[src/rtl/switch_debouncer.sv]
// switch_debouncer: two-flop synchroniser plus whole-word stability filter.
// The synchronised word must hold unchanged for STABLE_CYCLES cycles before
// it is published on dout; each accepted update is flagged on `changed`.
// Optional feature macro: SWDB_STICKY_EN -- adds `ack` and makes `changed`
// a sticky flag that stays set until acknowledged.
module switch_debouncer #(
  parameter int unsigned WIDTH         = 32,
  parameter int unsigned STABLE_CYCLES = 16
) (
  input  logic             clk,
  input  logic             reset,
  input  logic [WIDTH-1:0] switches,
`ifdef SWDB_STICKY_EN
  input  logic             ack,
`endif
  output logic [WIDTH-1:0] dout,
  output logic             changed,
  output logic             busy
);

  localparam logic [15:0] STABLE_CNT = 16'(STABLE_CYCLES);

  typedef enum logic {
    IDLE  = 1'b0,
    COUNT = 1'b1
  } state_e;

  state_e           state_q, state_d;
  logic [WIDTH-1:0] sync0_q, sync1_q;
  logic [WIDTH-1:0] cand_q, cand_d;
  logic [15:0]      cnt_q, cnt_d;
  logic [WIDTH-1:0] dout_q, dout_d;
  logic             changed_q, changed_d;
  logic             busy_q, busy_d;
  logic             commit;

  // Two-stage synchroniser on every bit; only sync1 is used downstream.
  always_ff @(posedge clk or posedge reset) begin
    if (reset) begin
      sync0_q <= '0;
      sync1_q <= '0;
    end else begin
      sync0_q <= switches;
      sync1_q <= sync0_q;
    end
  end

  // Qualification FSM: any bit change restarts the count for the whole word.
  always_comb begin
    state_d = state_q;
    cand_d  = cand_q;
    cnt_d   = cnt_q;
    dout_d  = dout_q;
    commit  = 1'b0;
    case (state_q)
      IDLE: begin
        if (sync1_q != dout_q) begin
          cand_d  = sync1_q;
          cnt_d   = 16'd1;
          state_d = COUNT;
        end
      end
      COUNT: begin
        if (sync1_q != cand_q) begin
          if (sync1_q == dout_q) begin
            // Bounced back to the published value: drop the candidate.
            cnt_d   = '0;
            state_d = IDLE;
          end else begin
            // Moved to yet another value: restart with it as candidate.
            cand_d = sync1_q;
            cnt_d  = 16'd1;
          end
        end else if (cnt_q == STABLE_CNT) begin
          dout_d  = cand_q;
          commit  = 1'b1;
          cnt_d   = '0;
          state_d = IDLE;
        end else begin
          cnt_d = cnt_q + 16'd1;
        end
      end
      default: state_d = IDLE;
    endcase
  end

  // Change flag: one-cycle strobe, or sticky until ack (set beats ack).
  always_comb begin
`ifdef SWDB_STICKY_EN
    changed_d = commit | (changed_q & ~ack);
`else
    changed_d = commit;
`endif
    busy_d = (state_d == COUNT);
  end

  // State and output registers; reset discards any candidate in flight.
  always_ff @(posedge clk or posedge reset) begin
    if (reset) begin
      state_q   <= IDLE;
      cand_q    <= '0;
      cnt_q     <= '0;
      dout_q    <= '0;
      changed_q <= 1'b0;
      busy_q    <= 1'b0;
    end else begin
      state_q   <= state_d;
      cand_q    <= cand_d;
      cnt_q     <= cnt_d;
      dout_q    <= dout_d;
      changed_q <= changed_d;
      busy_q    <= busy_d;
    end
  end

  assign dout    = dout_q;
  assign changed = changed_q;
  assign busy    = busy_q;

endmodule

[config.mk]
export PLATFORM = sky130hd
export DESIGN_NAME = switch_debouncer
export DESIGN_NICKNAME = d
export VERILOG_FILES = /design/src/rtl/switch_debouncer.sv
export SDC_FILE = /design/constraint.sdc
export NUM_CORES = 1
export LEC_CHECK = 0
export CAP_MARGIN = 20
export CORE_UTILIZATION = 32
export CTS_CLUSTER_DIAMETER = 60
export CTS_CLUSTER_SIZE = 14
export DETAILED_ROUTE_END_ITERATION = 16
export SLEW_MARGIN = 20
export SYNTH_ARGS = -nofsm -noshare
export SYNTH_HDL_FRONTEND = slang
export SYNTH_SLANG_ARGS = --single-unit
[constraint.sdc]
create_clock -name clk -period 6.5 [get_ports clk]
set_clock_uncertainty 0.1 [all_clocks]
set_input_delay 1.3 -clock clk [delete_from_list [all_inputs] [get_ports clk]]
set_output_delay 1.3 -clock clk [all_outputs]
set_load 0.05 [all_outputs]
After elaboration in Yosys (flattened, before gate mapping). Cells that the tools add are included. W data, S select, Z words.

Reductions and logical operators: 2. Muxes and demuxes: 17. Eq/ne operators: 7. Bitwise logic cells: 2. Add/sub/neg operators: 1.

Operator list (number): $mux W32 (3); $ne A32 B32 Y1 (2); $pmux W32 S2 (1); $mux W16 (3); $eq A32 B32 Y1 (1); $pmux W16 S2 (1); $add A16 B1 Y16 const B (1); $eq A16 B5 Y1 const B (1); $mux W1 (8); $reduce_and A3 Y1 (2); $ne A2 B2 Y1 const B (2); $ne A2 B1 Y1 const B (1); $not A1 Y1 (2); $pmux W1 S2 (1).

Output and inout port bits: 34. Word-level logic and storage cells: 36. Bits in registers: 146.

Logic depth before layout (Yosys ltp). Gate-level depths: netlist (run 1).

Depth after elaboration: 4. Gate-level depth with buffers: 7. Gate-level depth less buffers: 7.

Worst setup path after synthesis (run 1). No wires, ideal clock.

Path type: register to register. Start: register cand_q[19]. End: register dout_q[19], in the netlist dout[19]. Clock period less this slack: 2.363 ns. Required time: 6.275 ns. Stages on the path, launching flop included: 8. Path slack: 4.137 ns. Data arrival time: 2.138 ns. Buffers on the path: 1. Cell sequence: dfrtp_1 > xor2_1 > nor4_1 > nand2_1 > or3b_1 > nor3_4 > buf_6 > mux2_2.

Longest elaborated chain between the ends: 3.

RTL lines: from (decl) (line 30) `logic [WIDTH-1:0] cand_q, cand_d;`; from (signal assigned) (line 108) `cand_q <= cand_d;`; $ne A32 B32 Y1 (line 64) `if (sync1_q != cand_q) begin`; $not A1 Y1 (no line); $reduce_and A3 Y1 (no line); to (signal assigned) (line 110) `dout_q <= dout_d;`; to (decl) (line 32) `logic [WIDTH-1:0] dout_q, dout_d;`.

Parallel ways exist; a longest one is shown, timed or not. A chain may end at the register's enable or synchronous reset.

Worst setup path after layout (run 1).
Start: register cand_q[7]. End: register dout_q[12], in the netlist dout[12].

Longest elaborated chain between the ends: 3.

RTL lines (line): $ne A32 B32 Y1 (64); $not A1 Y1 (no line); $reduce_and A3 Y1 (no line).

Every way passes these cells.

==> results of run 1 <==
-- stage by stage --
step / instance area [um^2] / hold slack, ps
after floorplan: 5750 / 231
after global placement: 6670 / 231
final: 7290 / 246
after CTS: 7280 / 248
after global routing: 7290 / 253
after detailed placement: 6670 / 235
-- power by group --
part / total, uW / switching (uW) / internal [uW]
Combinational: 78.7 / 38.6 / 40.1
Sequential: 963 / 23.4 / 940
Clock: 986 / 371 / 615
-- final timing paths --
| check | cells past startpoint | slack, ps | endpoint | start |
|---|---|---|---|---|
| worst max-delay path | 7 | 3090 | dout[12] | cand_q[7] |
| worst min register to register | 0 | 250 | sync1_q[15] | sync0_q[15] |
| worst min-delay path | 0 | 250 | sync1_q[15] | sync0_q[15] |
| max in group asynchronous | 3 | 3810 | cnt_q[4] | reset |
| worst max register to register | 7 | 3090 | dout[12] | cand_q[7] |
| min in group asynchronous | 2 | 1300 | sync0_q[6] | reset |
-- cell type report --
class / instances / area [um^2] / area share
Multi-Input combinational cell: 244 / 2030 / 0.278
Sequential cell: 146 / 3650 / 0.501
Inverter: 8 / 35.0 / 0.00480
Tap cell: 225 / 282 / 0.0386
Timing Repair Buffer: 70 / 693 / 0.0951
Clock buffer: 20 / 447 / 0.0613
Clock inverter: 12 / 156 / 0.0214
-- sequential cells by signal, indices dropped and copies added (netlist names) --
| signal | cells |
|---|---|
| cand_q | 32 |
| dout | 32 |
| sync0_q | 32 |
| sync1_q | 32 |
| cnt_q | 16 |
| busy | 1 |
| changed | 1 |
-- per-layer routing --
metal / GRT usage / routed length [um]
met3: 0.0384 / 495
met4: 0.0617 / 201
met2: 0.215 / 5440
met1: 0.181 / 5420
met5: 0 / 0
-- synthesized netlist by cell type, types with 4 or more instances --
library cell  instances  share of area
nor4_1               16          0.017
nand3_1               8         0.0070
xnor2_1               6         0.0091
xor2_1               55          0.084
a211oi_1              5         0.0065
a21o_1                6         0.0078
dfrtp_1             146           0.64
nand4_1               6         0.0065
inv_1                 8         0.0052
buf_2                 4         0.0035
or2_2                 4         0.0043
nand2_1              20          0.013
and3_1                4         0.0043
nor2_1                8         0.0052
a221o_1               6          0.010
nor3_1                9         0.0078
mux2_2               62           0.12
-- cell families (layout without fill, tap and decap cells) --
group | after synthesis | count (layout) | share of synthesized area
XOR/XNOR | 61 | 61 | 0.0929
flip-flops | 146 | 146 | 0.635
buffers and inverters | 18 | 110 | 0.0165
adder cells (fa/ha/maj) | 2 | 2 | 0.00435
multiplexers | 65 | 65 | 0.127
AND/OR/NAND/NOR | 89 | 89 | 0.0859
AO/OA/AOI/OAI | 27 | 27 | 0.0381
-- placed cells by master, fill, tap and decap left out, types with 4 or more instances in the layout --
master           instances
and3_1                   4
nor4_1                  16
nand3_1                  8
dfrtp_1                146
xnor2_1                  6
nor2_1                   7
clkinvlp_4               4
xor2_1                  55
or2_2                    4
a21o_1                   6
nand2_1                 20
clkdlybuf4s50_1         67
mux2_2                  62
a211oi_1                 5
nor3_1                   8
clkbuf_16               17
a221o_1                  6
inv_1                    7
nand4_1                  6
==> run_results.csv, run 1 <==
group,metric,value,unit
setup_path,cp_data_required_time,6700,ps
timing,finalHoldViolCount,0,
synth,synth_area,5750,um^2
synth,syn-instance-count,408,
clock_network,post_cts_buffers,0,
grt,grt_antenna_before_repair,0,
timing,tightest_slew,811,ps
setup_path,startpoint_type,"register",
flow_run,drv_cap,0,
synth,yosysSeqAreaShare,0.635,
clock_network,cts_sinks,146,
route,via_per_inst,4.73,
status,status,"finished, final reports clean",
cells_and_area,post-route-util,0.419,
clock_network,clock_latency,420,ps
route,vias,3429,
grt,grt_pass1_vias,3706,
setup_path,end_kind,"register",
timing,post-route-period-util,0.525,
synth,ys.flop_type,"dfrtp_1",
cells_and_area,fill_cells,1622,
place,port-buffer-count,67,
synth,async_flop_share,1.00,
synth,ys_ff_latch,146,
grt,grt_pass1_wl,19200,um
floorplanning,core-area,17400,um^2
place,pre_cts_slack,3090,ps
worst_hold_path,hold_path_class,"register to register",
power,vdd.ir_drop.worst,175,uV
cells_and_area,n_antenna_cell,0,
setup_path,worst-path-max-fanout,19,
setup_path,worstPathCellList,"inv_1, a222oi_1, nand2_1, or3b_1, nor3_4, buf_4, mux2_2",
clock_network,cts_buffers,17,
timing,setup_slack,3090,ps
floorplanning,dieArea,18500,um^2
synth,yosysWarnings,0,
route,route.detailed.drc,0,
power,total_power,2030,uW
clock_network,h-tree-depth,4,
power,leakage,0.00326,uW
floorplanning,fp-row-count,48,
cells_and_area,final_cells,725,
synth,ys_types,38,
timing,min_period,3410,ps
synth,avgSynthCellArea,14.1,um^2
clock_network,ctsResizeCount,0,
power,power_density,278,nW/um^2
setup_path,crit_buf_inv,2,
route,wl_per_cell,15.9,um
clock_network,clock_path_buffers,2,
timing,setup_viol,0,
synth,synth_edf_count,0,
timing,fmax,293,MHz
grt,overflow,0,
place,gp_congestion,0.746,
route,drt_iter0_markers,204,
cells_and_area,nets,523,
timing,slew_violations,0,
place,dp_cells,693,
place,dp_hpwl,7960,um
floorplanning,die_w,136,um
route,firstDrtPassIters,4,
grt,track_usage,0.139,
synth,synth_nets,444,
cells_and_area,syn_to_final_growth,26.8,%
route,routed_wl,11600,um
grt,grt_max_degree,93,
setup_path,critical_path_class,"register to register",
floorplanning,initial_utilization,0.330,
setup_path,slowest_delay,700,ps
timing,fin_setup_tns,0,ps
setup_path,crit_slowest_cell,"nor3_4",
timing,rsz0062_at_grt,"false",
clock_network,hold_buffers,0,
clock_network,tritoncts,"built",
route,detail-route-antenna-nets,0,
cells_and_area,drive_gt1_frac,0.208,
clock_network,cts_root_buf,"clkbuf_16",
setup_path,cp_data_arrival_time,3610,ps
clock_network,clk_pin_slew,60,ps
floorplanning,design.portCount,68,
timing,maxSlewHeadroom,0.459,
setup_path,crit_family,"simple AND/OR/NAND/NOR gates",
floorplanning,die_y,136,um
(Power assumes the default switching activity.)
==> run 2, diff against run 1 <==
clock period = 3.35 ns   (was 6.5 ns; I/O delays follow)
==> run_results.csv, run 2 (synthesis gave the netlist of run 1 again) <==
group,metric,value,unit
grt,grt_pass1_wl,19200,um
place,gp_congestion,0.774,
floorplanning,fp-row-count,48,
place,port-buffer-count,67,
timing,rsz0062_at_grt,"false",
clock_network,clock_path_buffers,2,
cells_and_area,register_area,3650,um^2
timing,maxSlewHeadroom,0.543,
setup_path,cp_data_arrival_time,3220,ps
setup_path,startpoint_type,"register",
floorplanning,initial_utilization,0.330,
power,seq_power_share,0.475,
route,firstDrtPassIters,4,
place,dp_hpwl,8100,um
grt,grt_pass1_vias,3556,
floorplanning,core-area,17400,um^2
clock_network,h-tree-depth,4,
cells_and_area,nets,528,
route,route.detailed.drc,0,
timing,finalHoldViolCount,0,
grt,grt_max_degree,65,
worst_hold_path,hold_path_class,"register to register",
cells_and_area,multi_input_area,2010,um^2
timing,setup_viol,0,
clock_network,cts_buffers,17,
power,p_sw_frac,0.224,
power,p_sw,880,uW
power,vdd.ir_drop.worst,409,uV
clock_network,cts_sinks,146,
clock_network,ctsResizeCount,0,
timing,setup_slack,337,ps
route,vias,3364,
floorplanning,die_w,136,um
cells_and_area,post-route-cell-area,7350,um^2
setup_path,worst-path-max-fanout,30,
place,placed_area,6740,um^2
route,detail-route-antenna-nets,0,
cells_and_area,final_common_cell,"dfrtp_1",
timing,fmax,332,MHz
cells_and_area,syn_to_final_growth,27.7,%
cells_and_area,final_cell_mix,"dfrtp_1 (146), clkdlybuf4s50_1 (67), mux2_2 (62)",
clock_network,hold_buffers,0,
status,status,"finished, final reports clean",
timing,tightest_slew,680,ps
grt,overflow,0,
power,p_int,3050,uW
grt,track_usage,0.140,
grt,grt_antenna_before_repair,0,
clock_network,tritoncts,"built",
timing,slew_violations,0,
power,combPwrFrac,0.039,
setup_path,end_kind,"register",
power,power_density,535,nW/um^2
floorplanning,design.portCount,68,
floorplanning,dieArea,18500,um^2
place,dp_cells,698,
timing,post-route-period-util,0.899,
floorplanning,die_y,136,um
cells_and_area,n_antenna_cell,0,
timing,min_period,3010,ps
cells_and_area,final_cells,730,
clock_network,clock_latency,420,ps
cells_and_area,fill_cells,1645,
power,leakage,0.00328,uW
route,wl_per_cell,15.8,um
setup_path,cp_data_required_time,3550,ps
clock_network,post_cts_buffers,0,
power,total_power,3930,uW
flow_run,drv_cap,0,
place,pre_cts_slack,294,ps
timing,fin_setup_tns,0,ps
power,pwr-share-clk,0.486,
route,drt_iter0_markers,158,
cells_and_area,drive_gt1_frac,0.218,
setup_path,r2r_slack,340,ps
clock_network,clk_pin_slew,60,ps
route,routed_wl,11500,um
clock_network,cts_root_buf,"clkbuf_16",
setup_path,critical_path_class,"register to register",
route,via_per_inst,4.61,
run 2: area by class of cell:
cell class	instances	share of cell area
clock buffers	19	0.0617
well taps	225	0.0383
inverters	8	0.00460
clock inverters	13	0.0204
flip-flops and latches	146	0.497
repair buffers	75	0.105
multi-input cells	244	0.273
run 2: worst paths after layout:
check                      depth (start not counted)  startpoint     endpoint
min in group asynchronous                          2       reset  sync0_q[12]
hold reg to reg                                    0  sync0_q[6]   sync1_q[6]
setup / recovery                                   7  cand_q[24]      dout[8]
setup reg to reg                                   7  cand_q[24]      dout[8]
max in group asynchronous                          3       reset   cand_q[27]
hold / removal                                     0  sync0_q[6]   sync1_q[6]
run 2: per-stage QoR:
stage,util,hold slack (ps)
5_1_grt,0.422,251
6_report,0.422,247
3_5_place_dp,0.387,235
4_1_cts,0.422,248
2_1_floorplan,-,231
3_3_place_gp,0.387,232
run 2: power groups by stage:
stage                     sequential, uW  combinational, uW  clock, uW
after floorplan                     1890               88.4          0
after global placement              1900                158          0
after detailed placement            1900                160          0
after CTS                           1870                161       1960
after global routing                1880                175       2030
final                               1870                155       1910
run 2: critical path, stage by stage (launching register included):
cell and delay, ps:
dfrtp_1 400, xor2_1 190, nor4_1 450, nand2_1 140, or3b_1 610, nor3_4 350
buf_12 260, mux2_2 360
run 2: metal layers:
| layer | part of all wire | GRT usage | up-vias |
|---|---|---|---|
| met2 | 0.48 | 0.215 | 61 |
| met5 | 0 | 0 | - |
| li1 | - | - | 1604 |
| met1 | 0.48 | 0.187 | 1680 |
| met3 | 0.031 | 0.0347 | 19 |
| met4 | 0.018 | 0.0574 | 0 |
